**config.mk**
```make
export PLATFORM = sky130hd
export DESIGN_NAME = piso_serializer
export DESIGN_NICKNAME = d
export VERILOG_FILES = /design/src/rtl/piso_serializer.sv
export SDC_FILE = /design/constraint.sdc
export NUM_CORES = 1
export LEC_CHECK = 0
export CAP_MARGIN = 20
export CORE_MARGIN = 10
export CORE_UTILIZATION = 30
export CTS_BUF_LIST = sky130_fd_sc_hd__clkbuf_16
export CTS_CLUSTER_DIAMETER = 40
export DETAILED_ROUTE_END_ITERATION = 8
export HOLD_SLACK_MARGIN = 0.08
export SETUP_SLACK_MARGIN = 0.5
export SYNTH_ARGS = -nofsm -noshare
export SYNTH_HDL_FRONTEND = slang
export SYNTH_SLANG_ARGS = --single-unit
export TNS_END_PERCENT = 1
```
**constraint.sdc**
```tcl
create_clock -name CLK -period 3.65 [get_ports CLK]
set_clock_uncertainty 0.15 [all_clocks]
set_input_delay 0.365 -clock CLK [delete_from_list [all_inputs] [get_ports CLK]]
set_output_delay 0.365 -clock CLK [all_outputs]
set_load 0.02 [all_outputs]
```
**src/rtl/piso_serializer.sv**
```systemverilog
// Parallel-in serial-out stage: takes a WIDTH-bit word over VALID/READY and emits it
// one bit per CLK with FRAME/DONE qualifiers. Define SERIAL_PARITY_EN to append an even-parity bit.
module piso_serializer #(
   parameter int WIDTH     = 8,
   parameter bit MSB_FIRST = 1'b0
) (
   input  logic             CLK,
   input  logic             RESETN,
   input  logic [WIDTH-1:0] DATA_IN,
   input  logic             VALID,
   output logic             READY,
   output logic             O,
   output logic             FRAME,
   output logic             DONE
);

`ifdef SERIAL_PARITY_EN
   localparam int FRAME_LEN = WIDTH + 1;
`else
   localparam int FRAME_LEN = WIDTH;
`endif
   localparam int CW = $clog2(WIDTH + 1);
   localparam logic [CW-1:0] LAST = CW'(FRAME_LEN - 1);

   typedef enum logic {IDLE, SHIFT} state_t;

   state_t           state, state_next;
   logic [WIDTH-1:0] sreg, sreg_next, sreg_shift;
   logic [CW-1:0]    cnt, cnt_next;
   logic             o_next, frame_next;
   logic             last, accept;
`ifdef SERIAL_PARITY_EN
   localparam logic [CW-1:0] LAST_DATA = CW'(WIDTH - 1);
   logic             par, par_next;
`endif

   assign last       = (cnt == LAST);
   assign READY      = (state == IDLE) || ((state == SHIFT) && last);
   assign DONE       = FRAME && last;
   assign accept     = VALID && READY;
   // The bit to emit next always sits at the output end of the shifted register.
   assign sreg_shift = MSB_FIRST ? (sreg << 1) : (sreg >> 1);

   always_comb begin
      // NOTE: every variable gets a default before any branch so no latch is inferred.
      state_next = state;
      sreg_next  = sreg;
      cnt_next   = cnt;
      o_next     = O;
      frame_next = FRAME;
`ifdef SERIAL_PARITY_EN
      par_next   = par;
`endif
      if (accept) begin
         state_next = SHIFT;
         sreg_next  = DATA_IN;
         cnt_next   = '0;
         o_next     = MSB_FIRST ? DATA_IN[WIDTH-1] : DATA_IN[0];
         frame_next = 1'b1;
`ifdef SERIAL_PARITY_EN
         par_next   = ^DATA_IN;
`endif
      end else if (state == SHIFT) begin
         if (!last) begin
            cnt_next  = cnt + CW'(1);
            sreg_next = sreg_shift;
            o_next    = MSB_FIRST ? sreg_shift[WIDTH-1] : sreg_shift[0];
`ifdef SERIAL_PARITY_EN
            if (cnt == LAST_DATA) o_next = par;
`endif
         end else begin
            state_next = IDLE;
            frame_next = 1'b0;
            o_next     = 1'b0;
         end
      end
   end

   // NOTE: sequential state uses non-blocking assignments only.
   always_ff @(posedge CLK) begin
      if (!RESETN) begin
         state <= IDLE;
         sreg  <= '0;
         cnt   <= '0;
         O     <= 1'b0;
         FRAME <= 1'b0;
`ifdef SERIAL_PARITY_EN
         par   <= 1'b0;
`endif
      end else begin
         state <= state_next;
         sreg  <= sreg_next;
         cnt   <= cnt_next;
         O     <= o_next;
         FRAME <= frame_next;
`ifdef SERIAL_PARITY_EN
         par   <= par_next;
`endif
      end
   end

endmodule
```
; ---- Yosys cells after proc, flatten, opt, wreduce, memory -nomap -nowiden
; Cells that the tools add are included.
[classes]
add_sub_neg = 1
n_eq_ne = 2
n_mux = 12
n_bitwise = 3
reduce_logical = 10
[ops]
columns = cell, count
row1 = 8-bit two-way mux, 3
row2 = 1-bit two-way mux, 9
row3 = 2-bit AND reduction, 3
row4 = 4-bit by 1-bit adder with 4-bit output (second input constant), 1
row5 = 4-bit by 3-bit == test with 1-bit output (second input constant), 1
row6 = 2-bit nonzero test, 2
row7 = 1-bit logical AND, 3
row8 = 1-bit NOT, 3
row9 = 2-bit by 1-bit != test with 1-bit output (second input constant), 1
row10 = 2-bit OR reduction, 1
row11 = 1-bit logical OR, 1
[word_totals]
regBits = 15
inputBits = 11
word_cells = 33

; ---- Longest topological paths before layout
[depth]
word_depth = 6
mapped_depth = 5

; ---- Worst setup path after synthesis
; Ideal clock, no wire load.
[synth_timing]
kind = reg2out
startpoint = register cnt[0]
endpoint = output READY
arrival_ps = 986
required_ps = 3135
path_slack_ps = 2149
stages_incl_launch_ff = 4
n_path_buf = 0
cell_sequence = dfxtp_1 > ha_1 > nand3b_1 > nand2_1
[synth_via]
elab_chain_len = 3
[synth_lines]
columns = item, line
row1 = from (decl), 29  ; logic [CW-1:0] cnt, cnt_next;
row2 = from (signal assigned), 93  ; cnt <= cnt_next;
row3 = 4-bit by 3-bit == test with 1-bit output, 37  ; assign last = (cnt == LAST);
row4 = 1-bit logical AND, 38  ; assign READY = (state == IDLE) || ((state == SHIFT) && last);
row5 = 1-bit logical OR, 38
row6 = to (decl), 11  ; output logic READY,
; Every way passes these cells.

; ---- Worst setup path in the final report
; Same ends and word-level chain as after synthesis.

==> out/metrics.yaml <==
hold_violations: 0
power.density_nw_per_um2: 481
antenna_found_initial: 0
r2r-end: "sreg[4]"
layout-drive-gt1-share_pct: 9.52
report.final.setup_viol: 0
netlist_area_um2: 666
first_pass_iters: 4
drtAntennaViolNets: 0
yosys_warnings: 0
hold_end: "FRAME"
drt_iter0_markers: 14
ir_drop_mv: 0.206
ios: 15
worstPathCellList: "ha_1 > nand3b_1 > nand2_1 > clkdlybuf4s50_1"
wl_per_cell_um: 14.4
area_delta_synth_final_pct: 33.5
nNetsFinal: 97
h-tree-depth: 1
crit_type: "register to output pin"
insertion_delay_ns: 0.24
final_max_slew_viol_count: 0
start_util_pct: 32.6
antenna_cells: 0
cp-end-kind: "output pin"
ys_seq_area_share_pct: 42.1
critical_path_required_ns: 3.13
postSynth.asyncResetShare_pct: 0
overflow: 0
regToRegStartpoint: "cnt[0]"
hp-start: "FRAME"
die_area_um2: 4500
synth.top_cell.area_share_pct: 42.1
fin_setup_tns_ns: 0
place_congestion: 0.719
fin_cells: 111
netlist.top_cell.by_area: "dfxtp_1"
die_y_um: 67.1
dp_hpwl_um: 1120
syn-num-nets: 83
synth-seq-cells: 14
cts_tree: "done"
layout_min_cycle_time_ns: 2.54
fmax_ghz: 0.394
synth.distinct_cells: 27
rsz0062_at_grt: "no"
synth_cells: 71
rrSetupSlack_ns: 2.10
synthFlopType: "dfxtp_1"
cap_viol_max_count: 0
numCtsBuffers: 3
globalRouteTotalUtil_pct: 8.16
crit_arrival_ns: 2.02
placeableCoreArea_um2: 2040
die_x_um: 67.1
synth_enable_flop_cells: 0
slowest_delay_ns: 0.68
slew_headroom_pct: 62.9
viasPerCell: 5.38
ctsHoldBuffers: 0
r2r_cells: 4
root_buffer: "clkbuf_16"
grt_pass1_vias: 641
start_kind: "register"
status: "completed"
crit_slowest_cell: "clkdlybuf4s50_1"
drc: 0
path_delay_family: "buffers and inverters"
cts_setup_buffers: 0
period_share_pct: 69.5
num_vias: 597
place_inst: 107
synth.area.top_cells: "dfxtp_1 42%, mux2i_1 11%, a211oi_1 7.9%, nor3_1 5.3%, a21oi_1 2.3%"
drt_wl_total_um: 1590
synth.most_common_cell: "dfxtp_1"
clkSinkCount: 14
synth_common_cells: "14 x dfxtp_1, 7 x a211oi_1, 7 x mux2i_1, 7 x nor3_1"
hold_class: "register to register"
grt_max_degree: 16
clock_path_buffers: 2
grt_first_pass_wirelength_um: 2890
path_buf_inv: 1
syn_avg_cell_area_um2: 9.38
worstMarginPinSlew_ns: 0.554
critPathMaxFanout: 9
p_leak_nw: 0.341
cts.clk_slew.worst_paths_ns: 0.05
port_buffers: 14
cts.repair.resized: 0
whs_path_depth: 2
num_rows: 16
## area by class of cell
| type | instances | area (µm²) |
|---|---|---|
| fillers | 198 | 1150 |
| multi-input cells | 48 | 340 |
| flip-flops and latches | 14 | 280 |
| repair buffers | 14 | 140 |
| clock buffers | 3 | 75.1 |
| well taps | 27 | 33.8 |
| inverters | 4 | 15.0 |
| clock inverters | 1 | 3.75 |
## cell usage in the layout (no fill, tap or decap)
master	synthesis	routed
mux2i_1	7	7
nand3b_1	1	1
a211oi_1	7	7
nand2_1	3	3
xor2_1	1	1
o21ai_0	1	1
nor4_1	1	1
or3_1	1	1
ha_1	1	1
clkdlybuf4s50_1	0	14
a32oi_1	1	1
inv_1	3	3
a21oi_1	3	3
clkbuf_16	0	3
nor2_1	3	3
a221oi_1	1	1
clkinv_1	0	1
o31a_1	1	1
o211ai_1	2	2
and3_2	2	2
inv_2	1	1
nor3_1	7	7
and3b_4	1	1
a311oi_2	1	1
dfxtp_1	14	14
nand3_1	3	3
## worst max-delay path by stage
| stage | start | end | depth (start not counted) | slack, ns |
|---|---|---|---|---|
| 3_3_place_gp | cnt[0] | READY | 4 | 1.37 |
| 6_report | cnt[0] | READY | 4 | 1.12 |
| 3_5_place_dp | cnt[0] | READY | 4 | 1.40 |
| 5_1_grt | cnt[0] | READY | 4 | 0.99 |
| 4_1_cts | cnt[0] | READY | 4 | 1.13 |
| 2_1_floorplan | cnt[0] | READY | 3 | 2.15 |
## through the flow
| stage | hold slack, ns | total power, mW | utilization, % | cell area, µm² | setup slack [ns] |
|---|---|---|---|---|---|
| CTS | 0.350 | 0.430 | 43.5 | 888 | 1.13 |
| detailed placement | 0.343 | 0.223 | 39.6 | 810 | 1.40 |
| global placement | 0.334 | 0.223 | 39.6 | 810 | 1.37 |
| finish | 0.343 | 0.428 | 43.5 | 888 | 1.12 |
| floorplan | 0.336 | 0.202 | - | 666 | 2.15 |
| global route | 0.399 | 0.447 | 43.5 | 888 | 0.989 |
## report_power, final
part	switching [mW]	total (mW)	internal [mW]
Combinational	0.0245	0.0506	0.0261
Sequential	0.00645	0.170	0.163
Clock	0.0623	0.207	0.145
## sequential cells by signal, summed over array words and instances, names as in the netlist
name   flops
FRAME      1
O          1
cnt        4
sreg       7
state      1
## cell families after synthesis
family | Yosys count | synth area share (%)
flops | 14 | 42.1
fa+ha+maj | 1 | 1.88
xor+xnor | 1 | 1.32
mux | 7 | 10.5
compound gates | 17 | 19.4
buf+inv | 9 | 6.76
simple gates | 22 | 18.0
## layer usage
layer	GRT usage (%)	routed length, µm
met5	0	0
met4	4.62	0
met3	3.01	106
met2	13.0	780
met1	9.15	707
## worst min-delay path: stages, from the launching register on
cell and delay [ns]:
dfxtp_1 0.30, inv_1 0.06, a221oi_1 0.07
Note: power is estimated with default switching activity, not from simulation.
